### src/rtl/mod_seq_pkg.sv
// Shared types for the modulation sequencer: FSM states, Mod select codes,
// the step-table record and the settle-length helper.
package mod_seq_pkg;

    // Table durations are stored at this width; DUR_W must not exceed it.
    localparam int DUR_W_MAX = 16;

    typedef enum logic [1:0] {
        ST_IDLE   = 2'd0,
        ST_SETTLE = 2'd1,
        ST_RUN    = 2'd2,
        ST_DONE   = 2'd3
    } state_t;

    localparam logic [2:0] MODE_SUM  = 3'b000;
    localparam logic [2:0] MODE_DIFF = 3'b001;
    localparam logic [2:0] MODE_ADD  = 3'b010;
    localparam logic [2:0] MODE_MULT = 3'b011;
    localparam logic [2:0] MODE_OSC0 = 3'b100;
    localparam logic [2:0] MODE_OSC1 = 3'b101;
    localparam logic [2:0] MODE_XOR  = 3'b110;
    localparam logic [2:0] MODE_AND  = 3'b111;

    typedef struct packed {
        logic [2:0]           mode;
        logic [DUR_W_MAX-1:0] dur;
    } step_t;

    // The multiplier path is pipelined; every other mode settles in one clock.
    function automatic int unsigned settle_len(input logic [2:0] mode, input int unsigned mult_lat);
        return (mode == MODE_MULT) ? mult_lat : 1;
    endfunction

endpackage

### src/rtl/mod_seq_if.sv
// Control/config/status bundle between the synth control registers (master)
// and the modulation sequencer (slave).
interface mod_seq_if #(
    parameter int STEPS = 8,
    parameter int DUR_W = 8
);
    localparam int AW = $clog2(STEPS);

    logic             sample_tick;
    logic             start;
    logic             stop;
    logic             cfg_we;
    logic [AW-1:0]    cfg_addr;
    logic [2:0]       cfg_mode;
    logic [DUR_W-1:0] cfg_dur;
    logic [AW-1:0]    last_step;

    logic [2:0]       modulation_select;
    logic             mod_valid;
    logic [AW-1:0]    step_idx;
    logic             busy;
    logic             done;

    // start/stop are single-cycle pulses; mod_valid=1 means the Mod output for
    // modulation_select is settled and may be consumed every clock it stays high.
    modport master (
        output sample_tick, start, stop, cfg_we, cfg_addr, cfg_mode, cfg_dur, last_step,
        input  modulation_select, mod_valid, step_idx, busy, done
    );

    modport slave (
        input  sample_tick, start, stop, cfg_we, cfg_addr, cfg_mode, cfg_dur, last_step,
        output modulation_select, mod_valid, step_idx, busy, done
    );

endinterface

### src/rtl/mod_seq_timer.sv
// Loadable down-counter with an enable; o_zero flags the enabled cycle that
// takes the count from 1 to 0, so the owner can act on that same edge.
module mod_seq_timer #(
    parameter int W = 8
) (
    input  logic         clk,
    input  logic         reset,
    input  logic         i_load,
    input  logic [W-1:0] i_load_val,
    input  logic         i_en,
    output logic         o_zero
);

    logic [W-1:0] r_count;

    always_ff @(posedge clk) begin
        if (reset) begin
            r_count <= '0;
        end else if (i_load) begin
            r_count <= i_load_val;
        end else if (i_en && (r_count != '0)) begin
            r_count <= r_count - W'(1);
        end
    end

    assign o_zero = i_en && (r_count == W'(1));

endmodule

### src/rtl/mod_sequencer.sv
// Steps the Mod select through a programmable table, holding mod_valid low
// while Mod settles. Define MOD_SEQ_LOOP_EN to wrap forever instead of ending in DONE.
module mod_sequencer
    import mod_seq_pkg::*;
#(
    parameter int STEPS    = 8,
    parameter int DUR_W    = 8,
    parameter int MULT_LAT = 2
) (
    input  logic     clk,
    input  logic     reset,
    mod_seq_if.slave bus,
    output state_t   o_dbg_state
);

    localparam int AW    = $clog2(STEPS);
    localparam int SET_W = $clog2(MULT_LAT + 1);

    step_t                r_table [STEPS];
    state_t               r_state;
    logic [2:0]           r_mod_sel;
    logic                 r_mod_valid;
    logic [AW-1:0]        r_step_idx;
    logic                 r_busy;
    logic                 r_done;

    logic                 w_start_ok;
    logic                 w_at_last;
    logic                 w_advance;
    logic [AW-1:0]        w_next_idx;
    logic [AW-1:0]        w_entry_idx;
    logic [2:0]           w_entry_mode;
    logic                 w_settle_load;
    logic [SET_W-1:0]     w_settle_val;
    logic                 w_settle_en;
    logic                 w_set_zero;
    logic                 w_dur_load;
    logic [DUR_W_MAX-1:0] w_dur_raw;
    logic [DUR_W_MAX-1:0] w_dur_val;
    logic                 w_dur_en;
    logic                 w_dur_zero;

    always_comb begin
        w_start_ok = bus.start && !bus.stop && ((r_state == ST_IDLE) || (r_state == ST_DONE));
        w_at_last  = (r_step_idx == bus.last_step);
`ifdef MOD_SEQ_LOOP_EN
        w_next_idx = w_at_last ? '0 : r_step_idx + AW'(1);
        w_advance  = (r_state == ST_RUN) && w_dur_zero && !bus.stop;
`else
        w_next_idx = r_step_idx + AW'(1);
        w_advance  = (r_state == ST_RUN) && w_dur_zero && !bus.stop && !w_at_last;
`endif
        // The mode is read from the table only at the moment a step is entered.
        w_entry_idx   = w_start_ok ? '0 : w_next_idx;
        w_entry_mode  = r_table[w_entry_idx].mode;
        w_settle_load = w_start_ok || w_advance;
        w_settle_val  = SET_W'(settle_len(w_entry_mode, MULT_LAT));
        w_settle_en   = (r_state == ST_SETTLE);
        w_dur_load    = (r_state == ST_SETTLE) && w_set_zero && !bus.stop;
        w_dur_raw     = r_table[r_step_idx].dur;
        w_dur_val     = (w_dur_raw == '0) ? DUR_W_MAX'(1) : w_dur_raw;
        w_dur_en      = (r_state == ST_RUN) && bus.sample_tick;
    end

    mod_seq_timer #(.W(SET_W)) u_settle_timer (
        .clk        (clk),
        .reset      (reset),
        .i_load     (w_settle_load),
        .i_load_val (w_settle_val),
        .i_en       (w_settle_en),
        .o_zero     (w_set_zero)
    );

    mod_seq_timer #(.W(DUR_W_MAX)) u_dur_timer (
        .clk        (clk),
        .reset      (reset),
        .i_load     (w_dur_load),
        .i_load_val (w_dur_val),
        .i_en       (w_dur_en),
        .o_zero     (w_dur_zero)
    );

    always_ff @(posedge clk) begin
        if (reset) begin
            for (int i = 0; i < STEPS; i++) begin
                r_table[i] <= '0;
            end
        end else if (bus.cfg_we) begin
            r_table[bus.cfg_addr] <= step_t'{mode: bus.cfg_mode, dur: DUR_W_MAX'(bus.cfg_dur)};
        end
    end

    always_ff @(posedge clk) begin
        if (reset) begin
            r_state     <= ST_IDLE;
            r_mod_sel   <= '0;
            r_mod_valid <= 1'b0;
            r_step_idx  <= '0;
            r_busy      <= 1'b0;
            r_done      <= 1'b0;
        end else if (bus.stop) begin
            r_state     <= ST_IDLE;
            r_mod_sel   <= '0;
            r_mod_valid <= 1'b0;
            r_step_idx  <= '0;
            r_busy      <= 1'b0;
            r_done      <= 1'b0;
        end else begin
            case (r_state)
                ST_IDLE, ST_DONE: begin
                    if (w_start_ok) begin
                        r_state     <= ST_SETTLE;
                        r_step_idx  <= '0;
                        r_mod_sel   <= w_entry_mode;
                        r_mod_valid <= 1'b0;
                        r_busy      <= 1'b1;
                        r_done      <= 1'b0;
                    end
                end
                ST_SETTLE: begin
                    if (w_set_zero) begin
                        r_state     <= ST_RUN;
                        r_mod_valid <= 1'b1;
                    end
                end
                ST_RUN: begin
                    if (w_advance) begin
                        r_state     <= ST_SETTLE;
                        r_step_idx  <= w_next_idx;
                        r_mod_sel   <= w_entry_mode;
                        r_mod_valid <= 1'b0;
                    end
`ifndef MOD_SEQ_LOOP_EN
                    else if (w_dur_zero) begin
                        // Last step expired: hold its mode and stay valid.
                        r_state <= ST_DONE;
                        r_busy  <= 1'b0;
                        r_done  <= 1'b1;
                    end
`endif
                end
                default: r_state <= ST_IDLE;
            endcase
        end
    end

    assign bus.modulation_select = r_mod_sel;
    assign bus.mod_valid         = r_mod_valid;
    assign bus.step_idx          = r_step_idx;
    assign bus.busy              = r_busy;
    assign bus.done              = r_done;
    assign o_dbg_state           = r_state;

endmodule

### src/flat_wrapper.sv
// flat-port wrapper written by rule: the top's interface ports become plain ports
module mod_sequencer_flat import mod_seq_pkg::*;
#(
    parameter int STEPS    = 8,
    parameter int DUR_W    = 8,
    parameter int MULT_LAT = 2
)
  (clk, reset, o_dbg_state, bus_sample_tick, bus_start, bus_stop, bus_cfg_we, bus_cfg_addr, bus_cfg_mode, bus_cfg_dur, bus_last_step, bus_modulation_select, bus_mod_valid, bus_step_idx, bus_busy, bus_done);
  mod_seq_if #(.STEPS(STEPS), .DUR_W(DUR_W)) bus_i ();
  input  logic clk;
  input  logic reset;
  output state_t o_dbg_state;
  input wire logic [$bits(bus_i.sample_tick)-1:0] bus_sample_tick;
  input wire logic [$bits(bus_i.start)-1:0] bus_start;
  input wire logic [$bits(bus_i.stop)-1:0] bus_stop;
  input wire logic [$bits(bus_i.cfg_we)-1:0] bus_cfg_we;
  input wire logic [$bits(bus_i.cfg_addr)-1:0] bus_cfg_addr;
  input wire logic [$bits(bus_i.cfg_mode)-1:0] bus_cfg_mode;
  input wire logic [$bits(bus_i.cfg_dur)-1:0] bus_cfg_dur;
  input wire logic [$bits(bus_i.last_step)-1:0] bus_last_step;
  output wire logic [$bits(bus_i.modulation_select)-1:0] bus_modulation_select;
  output wire logic [$bits(bus_i.mod_valid)-1:0] bus_mod_valid;
  output wire logic [$bits(bus_i.step_idx)-1:0] bus_step_idx;
  output wire logic [$bits(bus_i.busy)-1:0] bus_busy;
  output wire logic [$bits(bus_i.done)-1:0] bus_done;
  assign bus_i.sample_tick = bus_sample_tick;
  assign bus_i.start = bus_start;
  assign bus_i.stop = bus_stop;
  assign bus_i.cfg_we = bus_cfg_we;
  assign bus_i.cfg_addr = bus_cfg_addr;
  assign bus_i.cfg_mode = bus_cfg_mode;
  assign bus_i.cfg_dur = bus_cfg_dur;
  assign bus_i.last_step = bus_last_step;
  assign bus_modulation_select = bus_i.modulation_select;
  assign bus_mod_valid = bus_i.mod_valid;
  assign bus_step_idx = bus_i.step_idx;
  assign bus_busy = bus_i.busy;
  assign bus_done = bus_i.done;
  mod_sequencer #(.STEPS(STEPS), .DUR_W(DUR_W), .MULT_LAT(MULT_LAT)) u_core (.clk(clk), .reset(reset), .bus(bus_i), .o_dbg_state(o_dbg_state));
endmodule
### config.mk
export PLATFORM = sky130hd
export DESIGN_NAME = mod_sequencer_flat
export DESIGN_NICKNAME = d
export VERILOG_FILES = /design/src/rtl/mod_seq_pkg.sv /design/src/rtl/mod_seq_if.sv /design/src/rtl/mod_seq_timer.sv /design/src/rtl/mod_sequencer.sv /design/src/flat_wrapper.sv
export SDC_FILE = /design/constraint.sdc
export NUM_CORES = 1
export LEC_CHECK = 0
export CAP_MARGIN = 15
export CORE_ASPECT_RATIO = 1.25
export CORE_UTILIZATION = 41
export CTS_CLUSTER_DIAMETER = 100
export DETAILED_ROUTE_END_ITERATION = 10
export PLACE_DENSITY_LB_ADDON = 0.25
export SYNTH_ARGS = -nofsm -noshare
export SYNTH_HDL_FRONTEND = slang
export SYNTH_SLANG_ARGS = --single-unit
export TNS_END_PERCENT = 20
### constraint.sdc
create_clock -name clk -period 1.95 [get_ports clk]
set_input_delay 0.2925 -clock clk [delete_from_list [all_inputs] [get_ports clk]]
set_output_delay 0.2925 -clock clk [all_outputs]
set_load 0.01 [all_outputs]
==> results by stage, run 1 <==
Status:
- The run finished, with violations left.
- The checks that failed: negative setup slack.

Synthesis:
- The number of flops mapped to enable cells by yosys is 88.
- Of all flip-flops after synthesis, the portion carrying an async set or reset was 0%.
- The commonest cells after synthesis are and2_1, edfxtp_1, dfxtp_1, nor2_1, a211oi_1.
- The post-synthesis area per instance is 12.2 sq um.
- The net count after synthesis is 522.
- Of the total synthesized cell area, the portion taken by full adders, half adders and majority gates is 1.89%.
- The number of distinct library cells after synthesis is 61.
- The number of cells produced by synthesis is 490.
- The share of the synthesized area in the top cell type is 44.3%.
- Sorting the synthesized cells by area gives the leading types as edfxtp_1, dfxtp_1, and2_1.
- For this run, the register share of the synthesized area comes to 55.0%.
- The most instantiated flip-flop cell in the synthesis netlist is edfxtp_1.
- The most common cell in the synthesized netlist is and2_1.
- The main combinational cell family by area after synthesis is simple AND/OR/NAND/NOR gates.
- The post-synthesis share of cell area spent on xor and xnor gates is 2.64%.
- The total of flip-flops plus latches after synthesis is 120.
- The number of warning messages in the yosys log is 0.
- The synthesized netlist devotes 7.50% of its cell area to compound gates.
- The top cell type by total area after synthesis is edfxtp_1.
- The basic-gate share of the synthesized area counting and, or, nand and nor cells is 22.3%.
- Summing every instance area after synthesis gives 5970 sq um.
- The multiplexer share of the synthesized area is 7.82%.

Die:
- The die covers 15000 sq um.
- The x dimension of the die is 110 um.
- The floorplan step defined a core boundary enclosing 14000 sq um.
- The initial utilization of the core area, before any placement, comes to 42.7%.
- The floorplan die height is 137 um.
- The number of I/O pins is 34.
- The number of placement rows is 48.

Drt:
- The post-route DRC violation count is 0.
- The routed length per instance is 16.9 um.
- The overall routed net length is 13100 um.
- The per-cell via count in the routed design is 5.15.
- The total iterations of the first detailed-routing run is 5.
- The via count of the routed design is 3984.
- The first routing iteration left 186 violations.
- The remaining number of nets flagged by the antenna check after routing is 0.

STA:
- Derived from the worst setup path, the maximum achievable clock frequency is 512 MHz.
- The post-route clock skew is 7.72 ps.
- Subtracting the final worst setup slack from the clock period gives 1950 ps.
- The headroom to the max-slew limit is 64.2%.
- Setup repair after global routing could not meet its margin everywhere.
- Of the available clock period, the critical path in the final layout requires 100%.
- The final-report max-slew violation count is 0.
- In the final timing run, aggregate negative setup slack is -4.11 ps.
- The total setup violations reported at the end of the flow is 1.
- Across all setup checks in the final design, the least slack found is -4.11 ps.
- The slew at the pin closest to its max-slew limit is 537 ps.
- The final-report hold violation count is 0.

Finish:
- The total of fill cells in the finished design is 1178.
- The share of final-layout standard cells stronger than drive strength 1 is 28.3%.
- The number of inserted diodes is 0.
- The final core area utilization is 55.4%.
- Relative to the synthesized area, the layout overhead comes to 29.8%.
- The final instance area is 7750 sq um.
- The net count of the finished layout is 617.

Clock network:
- Clock-pin slew was measured on the worst setup and hold paths at 60 ps.
- The clock tree synthesis step divided the H-tree into 4 levels.
- TritonCTS built the clock tree.
- The clock root buffer master is clkbuf_16.
- The CTS sink count is 120.
- The longest clock path from root to sink contains 2 buffers.
- The clock reaches the later pin of the worst-skew pair after 420 ps.
- The clock buffer count from CTS is 17.

Placed design:
- The area after detailed placement is 7000 sq um.
- The final weighted congestion in routability-driven placement is 0.838.
- The count of input and output buffers is 33.
- OpenSTA, run right after detailed placement, puts the worst setup slack at -291 ps.
- Once detailed placement completed, the half-perimeter wirelength came to 9500 um.

Pwr:
- The switching power summed over all nets is 1.49 mW.
- Per report_power, the combinational group accounts for 6.9% of the total.
- Per report_power, the clock group accounts for 49.3% of the total.
- Sequential cells burn 43.8% of the power.
- Summed over all cells, the static leakage comes to 2.85 nW.
- The power per cell area is 856 nW/um^2.
- The maximum vdd drop is 0.668 mV.
- The net switching share of the total power is 22.5%.
- The internal power component is 5.14 mW.
- Total power for the finished layout comes to 6.63 mW.

GRT:
- The number of global-route vias before repair is 4221.
- Summed over all layers, the global routing overflow is 0.
- Entering global routing, the biggest net connects 21 pins.
- The wire length of the first global-routing pass is 21200 um.
- The initial antenna violation count is 0.
- Global routing used 19.2% of the available tracks.

Worst setup path:
- The worst setup path is of the flop to flop kind.
- The worst setup path is launched from a flop.
- The signal on the critical path passes through inv_2 > ha_4 > and3b_2 > nand2_1 > a211oi_2 > a32oi_1 > or3_1 > and2_1.
- In this design, the stage delay of the slowest critical-path cell is 400 ps.
- The arrival time of the worst setup path is 2270 ps.
- In this run the worst path has a maximum fanout of 5.
- STA puts the critical path data required time at 2260 ps.
- The worst setup path is captured at a flop.
- For this design, the slowest cell found on the critical path is or3_1.

Job:
- The total of max-cap violations is 0.

Hold path:
- The worst min-delay path class is flop to flop.
per-layer routing:
metal	wire (um)	part of all wire (%)	global-route usage, %
met1	5620	43	22.2
met2	6840	52	33.4
met3	449	3.4	4.14
met4	176	1.3	9.33
met5	0	0	0
power groups by stage:
| stage | logic [mW] | registers, mW | clock network, mW |
|---|---|---|---|
| floorplan | 0.217 | 2.94 | 0 |
| global placement | 0.444 | 2.95 | 0 |
| detailed placement | 0.452 | 2.96 | 0 |
| CTS | 0.457 | 2.91 | 3.33 |
| global route | 0.499 | 2.92 | 3.43 |
| finish | 0.459 | 2.91 | 3.27 |
through the flow:
step	hold WS, ps	cells
after floorplan	486	490
after global placement	464	734
after detailed placement	465	734
after CTS	478	767
after global routing	500	773
final	476	773
path summary, 6_finish.rpt:
path / slack (ps) / start / cells after the start / endpoint
worst max-delay path: -4 / u_core.o_dbg_state[0] / 8 / u_core.u_settle_timer.r_count[0]
worst min-delay path: 480 / u_core.bus.busy / 2 / u_core.bus.busy
worst max register to register: -4 / u_core.o_dbg_state[0] / 8 / u_core.u_settle_timer.r_count[0]
worst min register to register: 480 / u_core.bus.busy / 2 / u_core.bus.busy
cells in the final DEF, fill, tap and decap left out, types with 4 or more instances in the layout:
master / n
nand3_1: 7
buf_12: 10
nand2_1: 15
a21oi_1: 12
inv_1: 9
and2_1: 90
nor2_1: 29
edfxtp_1: 88
mux4_2: 16
ha_1: 7
nor3_1: 9
dfxtp_2: 4
inv_6: 6
xor2_1: 5
o211ai_1: 4
nand3b_1: 6
dfxtp_1: 26
mux2i_1: 5
xnor2_1: 13
o21ai_0: 5
or2_2: 11
nand2b_1: 8
buf_4: 57
clkbuf_16: 17
a211oi_1: 17
nand4_1: 4
mux2_2: 5
clkdlybuf4s50_1: 33
nor2b_1: 10
registers in the layout (all words and copies together) (netlist names), named ones only:
signal                         cells
u_core.bus.busy                    1
u_core.bus.done                    1
u_core.bus.mod_valid               1
u_core.bus.modulation_select       3
u_core.bus.step_idx                3
u_core.o_dbg_state                 2
u_core.r_table                    88
u_core.u_dur_timer.r_count        16
u_core.u_settle_timer.r_count      2
worst max-delay path, delay by kind of cell (launching register included):
| family | cells | cell delay [ps] |
|---|---|---|
| compound gates | 2 | 330 |
| simple gates | 4 | 860 |
| buf+inv | 1 | 40 |
| flops | 1 | 340 |
| fa+ha+maj | 1 | 270 |
cell type report:
class / instances / area (sq um) / area share [%]
inverter: 10 / 37.5 / 0.485
clock inverter: 15 / 190 / 2.46
tap: 175 / 219 / 2.83
timing repair buffer: 102 / 981 / 12.7
sequential: 120 / 3300 / 42.5
multi-input combinational: 334 / 2600 / 33.5
clock buffer: 17 / 425 / 5.49
logic make-up (layout without fill, tap and decap cells):
group                    after synthesis  after routing
buffers and inverters                 36            144
AND/OR/NAND/NOR                      218            218
XOR/XNOR                              18             18
adder cells (fa/ha/maj)                9              9
AO/OA/AOI/OAI                         63             63
multiplexers                          26             26
flip-flops                           120            120
what timing repair did:
| item | 4_1_cts | 5_1_grt |
|---|---|---|
| hold buffers | 0 | 0 |
| endpoints found under the setup margin | 6 | 15 |
| buffers inserted | 1 | 6 |
| resized for setup | 4 | 15 |
| pin swaps | 6 | 10 |
No activity file was read; power rests on OpenSTA's default activity.
==> run 2: changes to the inputs <==
--- a/config.mk
+++ b/config.mk
@@ -14,4 +14,4 @@
 export SYNTH_ARGS = -nofsm -noshare
 export SYNTH_HDL_FRONTEND = slang
 export SYNTH_SLANG_ARGS = --single-unit
-export TNS_END_PERCENT = 20
+export TNS_END_PERCENT = 50
==> run 2 against run 1 <==
Compared with the run above:
- the run still ends with negative setup slack left
- maximum frequency decreased by 0.95%
- sequential cell count unchanged
- cell area up 0.15%
- utilization is 0.080 points higher
- combinational power grew 0.9%
- critical path depth is 1 higher
- setup slack worse by 19 ps
- sequential share of layout area decreased by 0.062 points
- via count increased by 0.10%
- register-to-register slack lost 20 ps
- sequential power hardly changed
==> results by stage, run 2 (synthesized netlist as in run 1, its figures left out) <==
STA:
- The slew at the pin closest to its max-slew limit is 540 ps (+2.87 ps).
- The final-report hold violation count is 0 (unchanged).
- The final-report max-slew violation count is 0 (unchanged).
- The worst slack on hold paths is 476 ps (+0.0510 ps).
- The final critical-path share of the clock period is 101% (+0.96 points).
- The total setup violations reported at the end of the flow is 1 (unchanged).
- The setup slack after layout came to -22.9 ps (-18.8 ps).
- The post-route clock skew was 11.6 ps (+3.84 ps).
- The highest clock rate is 507 MHz (-0.95%).
- The setup TNS after final layout is -22.9 ps (-18.8 ps).
- The post-route minimum period is 1970 ps (+18.8 ps).
- Setup repair after global routing could not meet its margin everywhere.
- The headroom to the max-slew limit is 64.0% (-0.19 points).

Worst setup path:
- The maximum fanout along the worst path was 5 (unchanged).
- The slack of the worst reg-to-reg path came to -20 ps (-20 ps).
- The kind of critical path is flop to flop.
- The critical path's largest stage delay is 340 ps (-60 ps).
- The slowest cell on the critical path is dfxtp_4.
- The family with the most delay on the worst path is simple AND/OR/NAND/NOR gates.
- The data required time at the worst endpoint was 2260 ps (about the same).
- The startpoint class of the critical path is a flop.
- The element type at the critical path end is a flop.
- The buffers plus inverters on the worst setup path is 2 (+1).
- The arrival time of the worst setup path is 2280 ps (about the same).
- The signal on the critical path passes through inv_2 > ha_4 > nand3b_1 > buf_4 > nand3_1 > o2111ai_1 > o31a_1 > or3_1 > and2_1.

Drt:
- The DRC violation total after the first TritonRoute iteration is 179 (-3.8%).
- The remaining number of nets flagged by the antenna check after routing is 0 (unchanged).
- The overall routed net length is 13100 um (about the same).
- The via count of the routed design came to 3988 (+0.10%).
- The post-route DRC violation count is 0 (unchanged).
- The per-cell via count in the routed design is 5.17 (+0.23%).
- The routed length per instance is 16.9 um (about the same).
- The total iterations of the first detailed-routing run is 5 (unchanged).

Clock network:
- The H-tree depth reported by CTS is 4 (unchanged).
- The tree is rooted in a clkbuf_16.
- The clock insertion delay at the later pin of the skew report is 420 ps (about the same).
- The post-CTS clock slew at the launch and capture registers of the worst setup and hold paths was 60 ps (about the same).
- The clock buffer count from CTS is 17 (unchanged).
- The CTS sink count came to 120 (unchanged).
- TritonCTS built the clock tree.
- The number of buffers on the longest clock path is 2 (unchanged).

Finish:
- The net count of the finished layout is 616 (-0.16%).
- Leaving out fill and tap cells, the most frequent cells in the layout are and2_1, edfxtp_1, buf_4.
- The share of final-layout standard cells stronger than drive strength 1 is 29.0% (+0.72 points).
- The number of inserted diodes is 0 (unchanged).
- The commonest non-fill, non-tap cell in the layout is and2_1.
- The register with the highest flop count is u_core.r_table.
- The flip-flop count of the largest register after layout came to 88 (unchanged).
- The largest registers in the layout are u_core.r_table x88, u_core.u_dur_timer.r_count x16.
- The layout overhead on the synthesized area is 30.0%.
- The number of standard cells in the layout, taps in and fillers out is 772 (-0.13%).

Pwr:
- The maximum vdd drop is 0.668 mV (about the same).
- The share of total power in combinational logic was 7.0% (about the same).
- The internal power component came to 5.14 mW (about the same).
- The sequential group share of total power was 43.8% (about the same).
- The proportion of power drawn by the clock network is 49.2% (about the same).
- The net switching share of the total power is 22.5% (about the same).
- The leakage power summed over all cells is 2.85 nW (about the same).
- The switching power summed over all nets came to 1.49 mW (about the same).
- The power per cell area is 855 nW/um^2 (-0.12%).

Die:
- The floorplan die height is 137 um (unchanged).
- The overall die area is 15000 sq um (unchanged).
- The number of I/O pins is 34 (unchanged).
- The core box area is 14000 sq um (unchanged).
- The starting density of the core is 42.7% (unchanged).
- The x dimension of the die is 110 um (unchanged).
- The number of placement rows is 48 (unchanged).

Placed design:
- The cell count after placement was 734 (unchanged).
- The count of input and output buffers was 33 (unchanged).
- The setup slack at placement is -291 ps (unchanged).
- The final weighted congestion in routability-driven placement is 0.838 (unchanged).
- The detailed placer's ending HPWL is 9500 um (unchanged).

Status:
- The final reports fail on negative setup slack.
- The run finished, with violations left.

GRT:
- The number of global-route vias before repair came to 4221 (unchanged).
- The remaining global-route overflow is 0 (unchanged).
- The global router's overall resource usage was 19.2% (unchanged).
- The maximum number of pins on one net before global-route repair is 21 (unchanged).
- The wire length of the first global-routing pass is 21200 um (unchanged).
- The initial antenna violation count is 0 (unchanged).

Job:
- The total of max-cap violations came to 0 (unchanged).

Hold path:
- The worst min-delay path class is flop to flop.
[run 2: final cells by class]
type / count / area [sq um]
fill: 1178 / 6240
inverter: 10 / 37.5
clock inverter: 15 / 190
multi-input combinational: 334 / 2620
timing repair buffer: 101 / 973
clock buffer: 17 / 425
sequential: 120 / 3300
tap: 175 / 219
[run 2: what timing repair did]
| item | CTS | global route |
|---|---|---|
| gates resized for setup | 5 | 19 |
| setup endpoints to repair | 6 | 15 |
| hold buffers | 0 | 0 |
| setup buffers | 1 | 5 |
| pin swaps | 6 | 12 |
[run 2: path summary, 6_finish.rpt]
path,from,end,depth (start not counted)
min,u_core.bus.busy,u_core.bus.busy,2
max reg2reg,u_core.o_dbg_state[0],u_core.u_settle_timer.r_count[0],9
min reg2reg,u_core.bus.busy,u_core.bus.busy,2
max,u_core.o_dbg_state[0],u_core.u_settle_timer.r_count[0],9
[run 2: through the flow]
step / utilization (%) / area [sq um] / power (mW)
global placement: 50.0 / 7000 / 3.39
CTS: 54.5 / 7630 / 6.69
detailed placement: 50.0 / 7000 / 3.41
global route: 55.4 / 7760 / 6.84
finish: 55.4 / 7760 / 6.63
floorplan: - / 6020 / 3.16
[run 2: power groups by stage]
| stage | Sequential, mW | Combinational [mW] | Clock, mW |
|---|---|---|---|
| final | 2.91 | 0.463 | 3.27 |
| after global routing | 2.92 | 0.502 | 3.43 |
| after global placement | 2.95 | 0.444 | 0 |
| after detailed placement | 2.96 | 0.452 | 0 |
| after CTS | 2.91 | 0.457 | 3.33 |
| after floorplan | 2.94 | 0.217 | 0 |
[run 2: per-layer routing]
layer | part of all wire, % | wire length [um] | track usage [%]
met4 | 1.6 | 204 | 9.33
met2 | 52 | 6800 | 33.4
met5 | 0 | 0 | 0
met3 | 2.8 | 369 | 4.14
met1 | 44 | 5710 | 22.2
[run 2: worst reg2reg max path, cell delays in order, from the launching register on]
cell	delay (ps)
dfxtp_4	340
inv_2	40
ha_4	270
nand3b_1	180
buf_4	210
nand3_1	90
o2111ai_1	120
o31a_1	140
or3_1	330
and2_1	140
==> run 3: changes to the inputs <==
==> constraint.sdc (replaced) <==
create_clock -name clk -period 1.8 [get_ports clk]
set_input_delay 0.27 -clock clk [delete_from_list [all_inputs] [get_ports clk]]
set_output_delay 0.27 -clock clk [all_outputs]
set_load 0.01 [all_outputs]
==> run 3 against run 2 <==
Compared with the run above:
- the flow still finishes with violations (negative setup slack)
- cell area rose by 4.3%
- first-iteration DRC count grew 31%
- clock power increased by 3%
- highest routed layer unchanged
- sequential share of layout area down 1.7 points
- sequential power grew 7.9%
- setup slack got worse by 170 ps
- global-route usage is 0.14 points higher
- utilization grew 2.4 points
- combinational power rose by 18%
- largest cell class unchanged
- cell count grew 3.2%
- die area unchanged
==> results by stage, run 3 (synthesized netlist as in run 1, its figures left out) <==
Finish:
- The number of inserted diodes is 0 (unchanged).
- The flip-flop count of the largest register after layout was 88 (unchanged).
- The share of final-layout standard cells stronger than drive strength 1 is 33.9% (+4.9 points).
- The final core area utilization is 57.8% (+2.4 points).
- Leaving out fill and tap cells, the most frequent cells in the layout are and2_1, edfxtp_1, buf_4.
- The net count of the finished layout is 642 (+4.2%).
- The commonest non-fill, non-tap cell in the layout is and2_1.
- In the final layout, the registers with the most flip-flops are u_core.r_table x88, u_core.u_dur_timer.r_count x16.
- Compared with the post-synthesis result, the final layout area differs by 35.5%.
- The register with the highest flop count is u_core.r_table.

Die:
- The number of placement rows is 48 (unchanged).
- The starting density of the core is 42.7% (unchanged).
- The core box area is 14000 sq um (unchanged).
- The number of I/O pins is 34 (unchanged).
- The overall die area was 15000 sq um (unchanged).
- The floorplan die height is 137 um (unchanged).
- The x dimension of the die is 110 um (unchanged).

Placed design:
- The detailed placer's ending HPWL is 9680 um (+1.9%).
- The count of input and output buffers came to 33 (unchanged).
- The final weighted congestion in routability-driven placement is 0.867 (+3.4%).
- The setup slack at placement is -384 ps (-92.3 ps).

Worst setup path:
- The critical path's largest stage delay came to 370 ps (+30 ps).
- The worst setup path is of the flop to flop kind.
- The largest individual stage delay along the critical path comes from the cell or3_4.
- Walking the worst path, the cells encountered are inv_2 > ha_4 > nand3b_1 > a31oi_1 > o2111ai_1 > o31a_1 > or3_4 > and2_4.
- The arrival time of the worst setup path came to 2310 ps (+30 ps).
- The maximum fanout along the worst path is 4 (-1).
- The buffers plus inverters on the worst setup path is 1 (-1).
- The startpoint class of the critical path is a flop.
- The data required time at the worst endpoint is 2110 ps (-150 ps).
- The element type at the critical path end is a flop.
- Grouping stages by cell kind, the critical path spends the most delay in simple AND/OR/NAND/NOR gates.

Clock network:
- The clock insertion delay at the later pin of the skew report was 420 ps (about the same).
- The TritonCTS clock tree is done.
- The post-CTS clock slew at the launch and capture registers of the worst setup and hold paths came to 50 ps (about the same).
- The number of buffers on the longest clock path is 2 (unchanged).
- The clock buffer count from CTS is 17 (unchanged).
- The CTS sink count is 120 (unchanged).
- Clock tree synthesis selected as its root buffer the cell clkbuf_16.
- The H-tree depth reported by CTS is 4 (unchanged).
- The hold buffer count at cts was 0 (unchanged).

STA:
- The post-route minimum period was 1990 ps (+20.4 ps).
- The final-report hold violation count is 0 (unchanged).
- The slew at the pin closest to its max-slew limit came to 641 ps (+101 ps).
- The headroom to the max-slew limit is 57.2% (-6.8 points).
- The highest clock rate is 502 MHz (-1.0%).
- The final-report max-slew violation count was 0 (unchanged).
- Setup repair after global routing could not meet its margin everywhere.
- The final critical-path share of the clock period came to 111% (+9.6 points).
- The setup slack after layout is -193 ps (-170 ps).
- The post-route clock skew came to 8.56 ps (-3.00 ps).
- The total setup violations reported at the end of the flow is 13 (+12).
- The setup TNS after final layout came to -966 ps (-943 ps).

Drt:
- The routed metal-1 wirelength is 5660 um (-0.89%).
- The DRC violation total after the first TritonRoute iteration came to 235 (+31%).
- The via count of the routed design is 4173 (+4.6%).
- The detailed route wirelength on metal2 is 7240 um (+6.5%).
- The remaining number of nets flagged by the antenna check after routing is 0 (unchanged).
- The overall routed net length is 13700 um (+5.0%).
- The per-cell via count in the routed design was 5.24 (+1.4%).
- The post-route DRC violation count is 0 (unchanged).
- The highest metal layer with signal wires is met4.
- The total iterations of the first detailed-routing run came to 7 (+2).
- The wire length on met3 is 451 um (+22%).
- The routed length per instance was 17.2 um (+1.8%).

GRT:
- The remaining global-route overflow is 0 (unchanged).
- The maximum number of pins on one net before global-route repair is 21 (unchanged).
- The wire length of the first global-routing pass was 21200 um (+0.23%).
- The number of global-route vias before repair is 4311 (+2.1%).
- The global router's overall resource usage came to 19.4% (+0.14 points).
- The initial antenna violation count is 0 (unchanged).

Status:
- The checks that failed: negative setup slack.
- The flow ran to the end, but the final reports show violations.

Pwr:
- The leakage power summed over all cells is 3.02 nW (+6.1%).
- The total power of the final layout is 7.06 mW (+6.4%).
- The maximum vdd drop was 0.668 mV (about the same).
- The power per cell area is 873 nW/um^2 (+2.1%).

Hold path:
- The worst hold path belongs to the class flop to flop.

Job:
- The total of max-cap violations was 0 (unchanged).
[run 3: changes by cell type in the layout (fill, tap and decap cells not counted), moves of 3 or more]
cell	change
o21ai_0	-3
xnor2_2	+3
inv_6	-4
xnor2_1	-3
buf_4	+18
buf_6	+8
[run 3: repair_timing]
item                       CTS  global route
buffers inserted            10             7
setup endpoints to repair   20            42
resized for setup           20            38
pin swaps                   18            24
gates cloned                 0             1
[run 3: cell type report]
cell class                 instances  area, sq um
timing repair buffer             127         1200
tap                              175          219
sequential                       120         3300
inverter                          10         37.5
fill                            1144         5900
clock buffer                      19          433
multi-input combinational        334         2740
clock inverter                    12          151
[run 3: report_power, final]
group / internal (mW) / switching, mW
Sequential: 3.10 / 0.0449
Combinational: 0.286 / 0.259
Clock: 2.16 / 1.21
[run 3: path summary, 6_finish.rpt]
kind                         start                          endpoint  slack (ps)  cells past startpoint
min reg2reg        u_core.bus.done                   u_core.bus.done         480                      2
min                u_core.bus.done                   u_core.bus.done         480                      2
max          u_core.o_dbg_state[0]  u_core.u_settle_timer.r_count[0]        -190                      8
max reg2reg  u_core.o_dbg_state[0]  u_core.u_settle_timer.r_count[0]        -190                      8
[run 3: worst min-delay path, stage by stage, from the launching register on]
cell and delay (ps):
dfxtp_1 310, o211ai_1 70, o21ai_1 60
[run 3: stage by stage]
| stage | area, sq um | hold slack, ps | instances |
|---|---|---|---|
| final | 8090 | 480 | 797 |
| after global routing | 8090 | 496 | 797 |
| after CTS | 7860 | 485 | 789 |
| after detailed placement | 7120 | 478 | 748 |
| after global placement | 7120 | 463 | 748 |
| after floorplan | 6030 | 468 | 490 |
[run 3: routing by layer]
layer	vias up	track usage, %
met3	31	4.14
met1	2023	21.8
met4	0	10.5
li1	2025	-
met5	-	0
met2	94	33.9
